===== src/rtl/pattern_det_sched.sv =====
// Round-robin scheduler that shares one bit-serial overlapping pattern detector
// among NUM_CH requester streams. Every grant opens with a one-cycle detector
// clear, so overlapping matches never span two channels. Hits are registered,
// tagged with their source channel and tallied in saturating per-channel counters.
module pattern_det_sched #(
   parameter int NUM_CH    = 4,
   parameter int BURST_LEN = 8,
   parameter int CNT_W     = 8,
   localparam int IW       = $clog2(NUM_CH)
) (
   input  logic              clk,
   input  logic              rst,
   input  logic [NUM_CH-1:0] req_i,
   input  logic [NUM_CH-1:0] d_i,
   input  logic [NUM_CH-1:0] valid_i,
   output logic [NUM_CH-1:0] ready_o,
   output logic              det_d_o,
   output logic              det_valid_o,
   output logic              det_clr_o,
   input  logic              det_hit_i,
   output logic              hit_o,
   output logic [IW-1:0]     hit_ch_o,
   input  logic [IW-1:0]     cnt_sel_i,
   output logic [CNT_W-1:0]  cnt_o,
   input  logic              cnt_clr_i
);

   localparam logic [1:0] IDLE  = 2'd0;
   localparam logic [1:0] CLR   = 2'd1;
   localparam logic [1:0] GRANT = 2'd2;

   localparam int               BCW       = 8;
   localparam logic [BCW-1:0]   LAST_BEAT = BCW'(BURST_LEN - 1);
   localparam logic [CNT_W-1:0] CNT_MAX   = '1;

   logic [1:0]       state;
   logic [IW-1:0]    g;
   logic [IW-1:0]    last_grant;
   logic [BCW-1:0]   beat_cnt;
   logic [IW-1:0]    pick;
   logic             pick_vld;
   logic [IW-1:0]    cand;
   logic             beat;
   logic             hit_s;
   logic [CNT_W-1:0] cnt_q [NUM_CH];

   // Round-robin pick: first requester after last_grant, wrapping (IW-bit add wraps for free).
   // NOTE: every variable written here gets a default first, so no path leaves it unassigned and no latch is inferred.
   always_comb begin
      pick     = last_grant;
      pick_vld = 1'b0;
      cand     = last_grant;
      for (int i = 1; i <= NUM_CH; i++) begin
         cand = last_grant + IW'(i);
         if (!pick_vld && req_i[cand]) begin
            pick     = cand;
            pick_vld = 1'b1;
         end
      end
   end

   // A beat is an accepted bit from the granted channel; everything downstream keys off it.
   assign beat        = (state == GRANT) && valid_i[g];
   assign det_valid_o = beat;
   assign det_d_o     = beat & d_i[g];
   assign det_clr_o   = (state == CLR);
   assign hit_s       = beat & det_hit_i;
   assign cnt_o       = cnt_q[cnt_sel_i];

   // Ready is one-hot on the granted channel while in GRANT, zero otherwise.
   always_comb begin
      ready_o = '0;
      if (state == GRANT) ready_o[g] = 1'b1;
   end

   // Grant FSM: IDLE picks, CLR wipes detector history, GRANT streams until burst end or release.
   // NOTE: sequential state uses non-blocking assignments so every flop samples pre-edge values.
   always_ff @(posedge clk or negedge rst) begin
      if (!rst) begin
         state      <= IDLE;
         g          <= '0;
         last_grant <= IW'(NUM_CH - 1);
         beat_cnt   <= '0;
      end else begin
         case (state)
            IDLE: begin
               if (pick_vld) begin
                  g     <= pick;
                  state <= CLR;
               end
            end
            CLR: begin
               beat_cnt <= '0;
               state    <= GRANT;
            end
            GRANT: begin
               if (beat) begin
                  beat_cnt <= beat_cnt + 1'b1;
                  if (beat_cnt == LAST_BEAT) begin
                     state      <= IDLE;
                     last_grant <= g;
                  end
               end else if (!req_i[g]) begin
                  state      <= IDLE;
                  last_grant <= g;
               end
            end
            default: state <= IDLE;
         endcase
      end
   end

   // Registered hit pulse; the channel tag holds its last value between hits.
   always_ff @(posedge clk or negedge rst) begin
      if (!rst) begin
         hit_o    <= 1'b0;
         hit_ch_o <= '0;
      end else begin
         hit_o <= hit_s;
         if (hit_s) hit_ch_o <= g;
      end
   end

   // Saturating per-channel hit counters; a software clear beats a same-cycle hit on that channel.
   // NOTE: this counter array is reset on purpose because software reads it as a tally; plain data storage would be left unreset.
   always_ff @(posedge clk or negedge rst) begin
      if (!rst) begin
         for (int ch = 0; ch < NUM_CH; ch++) cnt_q[ch] <= '0;
      end else begin
         for (int ch = 0; ch < NUM_CH; ch++) begin
            if (cnt_clr_i && (cnt_sel_i == IW'(ch))) begin
               cnt_q[ch] <= '0;
            end else if (hit_s && (g == IW'(ch)) && (cnt_q[ch] != CNT_MAX)) begin
               cnt_q[ch] <= cnt_q[ch] + 1'b1;
            end
         end
      end
   end

endmodule

===== config.mk =====
export PLATFORM = sky130hd
export DESIGN_NAME = pattern_det_sched
export DESIGN_NICKNAME = d
export VERILOG_FILES = /design/src/rtl/pattern_det_sched.sv
export SDC_FILE = /design/constraint.sdc
export NUM_CORES = 1
export LEC_CHECK = 0
export CELL_PAD_IN_SITES_DETAIL_PLACEMENT = 1
export CELL_PAD_IN_SITES_GLOBAL_PLACEMENT = 1
export CORE_ASPECT_RATIO = 0.75
export CORE_MARGIN = 2
export CORE_UTILIZATION = 39
export DETAILED_ROUTE_END_ITERATION = 6
export PLACE_DENSITY_LB_ADDON = 0.1
export SLEW_MARGIN = 40
export SYNTH_ARGS = -nofsm -noshare
export SYNTH_HDL_FRONTEND = slang
export SYNTH_SLANG_ARGS = --single-unit
export TNS_END_PERCENT = 100

===== constraint.sdc =====
create_clock -name clk -period 1.8 [get_ports clk]
set_input_delay 0.45 -clock clk [delete_from_list [all_inputs] [get_ports clk]]
set_output_delay 0.45 -clock clk [all_outputs]
set_load 0.02 [all_outputs]

==> out/summary.md, run 1 <==
The run finished, with violations left. The checks that failed: negative setup slack. The number of enable-type register cells in the synthesized netlist came out at 0. The logs give 0 for the yosys synthesis warning count and 0 for the final count of hold timing violations. The logs give 49 for the clock sink count and 322 for the synthesized netlist net count.

The final cycle utilization of the critical path works out to 117%. Summed over all cells, the static leakage comes to 2.19 nW. TritonCTS built the clock tree.

For the via count of the first global-routing pass, the log shows 3253. The analysis attributes to net switching a power of 1.71 mW. The H-tree was split into 2 levels. The critical path is of the in2out type.

The logs give -311 ps for the worst-case setup margin in the final layout and 0 for the initial antenna violation count. Between clock sinks in the finished design, the worst skew comes to 6.94 ps. The horizontal die dimension is 105 um.

The number of placed instances, taps included, is 515. At the pin with the least slew margin, the transition time is 443 ps. Based on the critical path, the design can be clocked at up to 0.474 GHz. Setup repair after global routing could not meet its margin everywhere. The tools report the type of destination of the critical path as a primary output.

For the worst max-slew margin expressed relative to the limit, the log shows 70.4%. The final max-slew violation count was 0. Internal power comes to 3.02 mW. After detailed routing, the number of remaining DRC violations is 0. The area added between synthesis and finish came out at 63.9%.

The aggregate global-route resource usage is 25.6%, and the initial core utilization is 40.3%. The floorplan step set the die height to 79.4 um. Global-route wire length before repair: 16600 um. Hold is met by 108 ps. For the finished layout, the period the worst path requires is 2110 ps. After clock tree synthesis, the clock-pin slew on the worst setup and hold paths is 90 ps.

The top cell types in the final layout, fill and taps aside, are 103 x buf_4, 42 x dfrtp_1, 31 x nand2_1, 26 x buf_6, 15 x nand3_1. The count of buffers inserted at the top-level ports is 35. The count of TritonRoute iterations in the first routing pass was 5; the remaining global-route overflow was 0. STA classifies the critical path startpoint as an input pin. The floorplan has 27 rows.

The biggest fanout along the worst timing path is 1. After detailed routing, the average wire length per cell comes to 22.2 um. In this run, the clock network consumes 18.0% of the power. Entering global routing, the biggest net connects 50 pins.

No sink is reached through more buffers than the 2 on the longest clock path. Data on the critical path arrives at its endpoint at 1660 ps. The number of maximum-capacitance constraint violations was 0. The fraction of registers with async set/reset came out at 100%. Summing the sequential cell areas from Yosys gives 41.6% of the chip area. The cell count after synthesis is 299. The sequential fraction of design power was 31.2%. The post-synthesis area per instance is 9.88 um^2, and the total number of vias is 3225. Fraction of layout instances using a drive strength above 1: 49.2%. The design draws 4.73 mW. In this run the remaining antenna-violating nets after routing total 0. The area inside the core boundary is 7330 um^2.

The final layout contains routed wiring with a total length of 12300 um. The latest clock arrival within the worst-skew pair was 320 ps. The path class of the tightest hold or removal check is in2async. The run gives 50.8% as the fraction of power consumed by combinational cells.

Routability-driven placement finished with a final weighted congestion of 0.818. The register bit total from synthesis is 49, and the power density relative to cell area is 976 nW/um^2. The maximum ir drop on the vdd rail was 0.604 mV; the number of buffers inserted by hold repair at cts was 0. After legalization and detailed placement, the total HPWL measured 7020 um.

The first routing iteration left 213 violations. Of the total power, the share spent switching nets is 36.1%. The tools report the number of CTS-inserted buffers as 5. Among all flip-flop cells after synthesis, the most frequent one is dfrtp_1. The tools report the final instance count without filler cells as 554. The cell at the root of the clock tree is clkbuf_8. For the worst setup path, the data required time is 1350 ps.

The final-report setup violation count is 43, and the cell area after technology mapping is 2960 um^2. The final cell area excluding filler cells came out at 4840 um^2. In the routed layout, each cell is associated on average with a via count of 5.82. The repair_antennas step left the layout with diodes totalling 0.

For the count of different cell masters after synthesis, the log shows 51. 36 I/O pins were placed. The floorplan step defined a die boundary enclosing 8300 um^2. Number of nets in the layout: 475. Most common library cell in the layout ignoring fill and taps: buf_4.

Once placement finished, the instance area stood at 4100 um^2.
## final cells by class
class                   instances  area [um^2]
fillers                       793         2490
clock inverters                 1         30.0
multi-input cells             232         1960
well taps                     101          126
flip-flops and latches         49         1230
inverters                       9         38.8
clock buffers                   7         86.3
repair buffers                155         1370
## flip-flops by register name (all words and copies together) (netlist names)
signal      count
last_grant      2
g               2
hit_o           1
state           2
hit_ch_o        2
beat_cnt        8
cnt_q          32
## critical path, cell delays in order
cell and delay, ps:
clkdlybuf4s50_1 420, mux4_2 470, and3_4 190, buf_6 120
## timing repair
item,4_1_cts,5_1_grt
pin swaps,14,24
endpoints found under the setup margin,42,46
resized for setup,125,69
cloned,2,0
setup buffers,7,22
hold endpoints to repair,0,0
## cells by family after synthesis
group | synth area share [%]
AND/OR/NAND/NOR | 23.5
AO/OA/AOI/OAI | 14.9
flip-flops | 41.6
multiplexers | 13.9
buffers and inverters | 2.54
XOR/XNOR | 1.48
adder cells (fa/ha/maj) | 2.12
## per-layer routing
metal / vias up / global-route usage, % / routed length (um)
met1: 1641 / 34.6 / 5280
met2: 92 / 42.0 / 6060
li1: 1455 / - / -
met4: 0 / 8.11 / 421
met5: - / 0 / 0
met3: 37 / 4.90 / 514
## final timing paths
check / cells past startpoint / startpoint / slack [ps] / end
worst max-delay path: 4 / d_i[2] / -310 / det_d_o
worst min-delay path: 2 / rst / 110 / g[1]$_DFFE_PN0P_
worst max register to register: 6 / g[1]$_DFFE_PN0P_ / -260 / cnt_q[31]$_DFFE_PN0P_
worst min register to register: 1 / beat_cnt[0]$_DFFE_PN0P_ / 510 / beat_cnt[0]$_DFFE_PN0P_
max in group asynchronous: 2 / rst / 1420 / last_grant[1]$_DFFE_PN1P_
min in group clk: 1 / beat_cnt[0]$_DFFE_PN0P_ / 510 / beat_cnt[0]$_DFFE_PN0P_
## through the flow
stage	setup slack [ps]	TNS [ps]	util, %
2_1_floorplan	-122	-243	-
3_3_place_gp	-809	-23890	55.9
3_5_place_dp	-871	-25390	55.9
4_1_cts	-321	-3230	60.1
5_1_grt	-353	-7310	66.1
6_report	-311	-4470	66.1
## power by group through the flow
stage	clock [mW]	combinational [mW]	sequential, mW
floorplan	0	0.869	1.44
global placement	0	1.74	1.46
detailed placement	0	1.78	1.47
CTS	0.871	1.92	1.46
global route	0.906	2.56	1.50
finish	0.850	2.40	1.47
## cell usage after synthesis, types with 2 or more instances
library cell  instances  area (um^2)
a21oi_1              22          110
a31oi_1               3         18.8
and2_1                2         12.5
and3_1                6         37.5
and4_1                2         17.5
buf_1                 2         7.51
buf_2                 3         15.0
clkbuf_1              3         11.3
dfrtp_1              47         1180
dfstp_2               2         52.6
ha_1                  5         62.6
inv_1                 6         22.5
inv_2                 3         11.3
mux2_1                3         33.8
mux2_4                2         30.0
mux2i_1              10          100
mux4_2               11          248
nand2_1              34          128
nand2b_1              7         43.8
nand3_1              17         85.1
nand3b_1              2         15.0
nand4_1               6         37.5
nor2_1               12         45.0
nor2b_1               5         31.3
nor3_1                5         25.0
nor3b_1               2         15.0
nor4_1                2         12.5
o2111ai_1             2         17.5
o211ai_1              4         30.0
o21a_1                2         15.0
o21ai_0               7         35.0
o21ai_1              11         55.1
o221ai_1              2         17.5
o311ai_0              2         17.5
o31ai_1               9         67.6
or3_1                10         62.6
or4_1                 9         67.6
xor2_1                4         35.0
Note: power is estimated with default switching activity, not from simulation.
==> run 2, diff against run 1 <==
--- a/config.mk
+++ b/config.mk
@@ -6,11 +6,12 @@
 export NUM_CORES = 1
 export LEC_CHECK = 0
 export CELL_PAD_IN_SITES_DETAIL_PLACEMENT = 1
-export CELL_PAD_IN_SITES_GLOBAL_PLACEMENT = 1
+export CELL_PAD_IN_SITES_GLOBAL_PLACEMENT = 2
 export CORE_ASPECT_RATIO = 0.75
 export CORE_MARGIN = 2
-export CORE_UTILIZATION = 39
+export CORE_UTILIZATION = 32
 export DETAILED_ROUTE_END_ITERATION = 6
+export GPL_ROUTABILITY_DRIVEN = 0
 export PLACE_DENSITY_LB_ADDON = 0.1
 export SLEW_MARGIN = 40
 export SYNTH_ARGS = -nofsm -noshare
==> run 2 against run 1 <==
  * The flow still finishes with violations (negative setup slack)
  * Power up 3.2%
  * Clock-buffer cell count up 1
  * Critical path depth down 1
  * Design area up 1.6%
  * Flip-flop and latch count unchanged
  * Global-route usage down 4.0 points
  * Die area up 21%
  * Worst setup slack better by 26 ps
  * Routed wire length down 13%
  * Largest power group unchanged
==> out/summary.md, run 2 (same netlist as run 1, synthesis figures left out) <==
The flow ran to the end, but the final reports show violations. The final reports fail on negative setup slack. cnt_q holds more flip-flops than any other register. The count of TritonRoute iterations in the first routing pass was 4. The first global-routing pass estimated 16700 um of wire.

Across the VDD grid, the largest voltage drop is 0.578 mV. The critical path in this run is classified as reg2out. TritonCTS built the clock tree. The tools report the area occupied by multi-input gates as 1970 um^2. The signal on the critical path passes through mux4_2, and3_4, buf_6.

The cell at the root of the clock tree was clkbuf_16. Summed over all failing endpoints, the final setup total negative slack is -3840 ps. In this run, flip-flops and latches consume 30.6% of the power. For the initial core utilization, the log shows 32.8%. Setup violations remaining at the end of the flow were counted as 39. Along the worst path, the maximum fanout reaches 4. The final count of hold timing violations is 0, and the number of buffers inserted by hold repair at cts is 0.

The latest clock arrival within the worst-skew pair is 290 ps, and the number of flip-flops in the largest register is 32. Path class of the lowest-slack min-delay path: in2async. After floorplanning, the core was sized to cover 9010 um^2. The slowest stage cell on the critical path was mux4_2. The worst-case setup margin in the final layout was -284 ps; the number of CTS-inserted buffers was 5. CTS built an H-tree with a depth of 2. The largest registers in the layout are cnt_q (32), beat_cnt (8). The run gives 0 as the initial antenna violation count. The longest clock path from root to sink contains 2 buffers. In the final layout, the share of cells above drive strength 1 is 49.2%. In this run switching power makes up 34.9% of total power. In this run the count of I/O pins placed on the die edge is 36. Minimum clock period: 2080 ps. The total power is 4.88 mW. The tools report the type of destination of the critical path as a primary output.

At the pin with the least slew margin, the transition time is 433 ps. For this design the total switching power over the nets is 1.70 mW. Dividing the final minimum period by the clock period gives 116%.

For this design, the sink count on the clock tree is 49. The total half-perimeter wirelength after legalization and detailed placement was 7390 um; the critical path required time was 1350 ps. Measured against its own limit, the worst slew margin works out to 71.1%. The number of antenna cells inserted was 0; the internal portion of total power was 3.18 mW. The die covers 10000 um^2. In the final routed layout, each cell accounts on average for 18.8 um. Most common library cell in the layout ignoring fill and taps: buf_4.

The library cells used most frequently in the layout, excluding fill and tap cells, are 98 x buf_4, 40 x dfrtp_1, 31 x nand2_1, 29 x buf_6, 14 x nand3_1. The count of unresolved DRC violations after routing came out at 0. The routed design has 10600 um of wire.

Across all layers, the routed design uses 3019 vias. The final max-slew violation count came out at 0. STA classifies the critical path startpoint as a flop. The die height is 87.2 um.

The largest net degree at the start of global routing is 27, and the pre-CTS setup slack is -828 ps. At the end of the flow, the number of nets in the layout was 475. The floorplan row count was 30. Fill cells in the final layout number 983. For the final database, setup skew stands at 3.55 ps. Registers take 1240 um^2.

The clock slew seen by the registers of the worst setup and hold paths is 70 ps, and the arrival time at the worst endpoint is 1630 ps. Post-detailed-route via-to-cell ratio: 5.34. The power density relative to cell area was 991 nW/um^2. From left edge to right edge, the die measures 115 um.

The count of buffers inserted at the top-level ports is 35, and the area added between synthesis and finish is 66.6%. The worst stage delay on the critical path was 600 ps. Across every metal layer, demand over resource in global routing totals 21.6%. The tool flagged a number of max-cap violations equal to 0. Global routing finished with a remaining overflow of 0. Based on the critical path, the design can be clocked at up to 0.480 GHz.

Summed over all cells, the static leakage comes to 2.21 nW. The clock network fraction of total power was 19.3%. Setup repair after global routing could not meet its margin everywhere. For the via count of the first global-routing pass, the log shows 3080.

The violation count after the first detailed-route iteration is 123, and the fraction of power consumed by combinational cells is 50.1%. In this run the remaining antenna-violating nets after routing total 0.
==> run 2: final timing paths <==
kind                                          from                         to  slack [ps]  depth (start not counted)
setup reg to reg                  g[0]$_DFFE_PN0P_  last_grant[1]$_DFFE_PN1P_        -250                          5
hold / removal                                 rst      cnt_q[17]$_DFFE_PN0P_          60                          1
min in group clk           beat_cnt[0]$_DFFE_PN0P_    beat_cnt[0]$_DFFE_PN0P_         500                          1
max in group asynchronous                      rst       state[0]$_DFFE_PN0P_        1240                          2
hold reg to reg            beat_cnt[0]$_DFFE_PN0P_    beat_cnt[0]$_DFFE_PN0P_         500                          1
setup / recovery                  g[0]$_DFFE_PN0P_                    det_d_o        -280                          3
==> run 2: per-stage QoR <==
step | hold WS [ps] | area [um^2] | util (%) | std cells
global placement | 371 | 4080 | 45.3 | 522
detailed placement | 373 | 4080 | 45.3 | 522
global route | 65.8 | 4920 | 54.6 | 565
floorplan | 154 | 2970 | - | 299
finish | 55.2 | 4920 | 54.6 | 565
CTS | 64.5 | 4610 | 51.2 | 550
==> run 2: worst max-delay path, delay by kind of cell, from the launching register on <==
| family | cells | cell delay (ps) |
|---|---|---|
| buf+inv | 1 | 120 |
| flops | 1 | 420 |
| mux | 1 | 600 |
| simple gates | 1 | 210 |
==> run 2: layout make-up <==
class | instances | area share (%)
inverters | 9 | 0.839
repair buffers | 155 | 28.3
clock buffers | 8 | 2.77
well taps | 112 | 2.85
flip-flops and latches | 49 | 25.1
multi-input cells | 232 | 40.1
==> run 2: per-layer routing <==
| metal | vias up | share of wire (%) | global-route usage [%] |
|---|---|---|---|
| met3 | 6 | 1.8 | 3.69 |
| met2 | 27 | 48 | 33.5 |
| li1 | 1455 | - | - |
| met4 | 0 | 0.70 | 3.83 |
| met1 | 1531 | 50 | 32.2 |
| met5 | - | 0 | 0 |
==> run 2: power groups by stage <==
| stage | sequential (mW) | combinational [mW] | clock [mW] |
|---|---|---|---|
| 4_1_cts | 1.48 | 2.16 | 0.960 |
| 3_3_place_gp | 1.49 | 1.70 | 0 |
| 6_report | 1.49 | 2.44 | 0.942 |
| 5_1_grt | 1.52 | 2.62 | 1.01 |
| 3_5_place_dp | 1.50 | 1.74 | 0 |
| 2_1_floorplan | 1.44 | 0.869 | 0 |
==> run 2: timing repair <==
item / CTS / global route
gates cloned: 3 / 0
gates resized for setup: 150 / 49
pin swaps: 22 / 16
setup buffers: 17 / 16
endpoints found under the setup margin: 45 / 55
hold endpoints to repair: 0 / 0
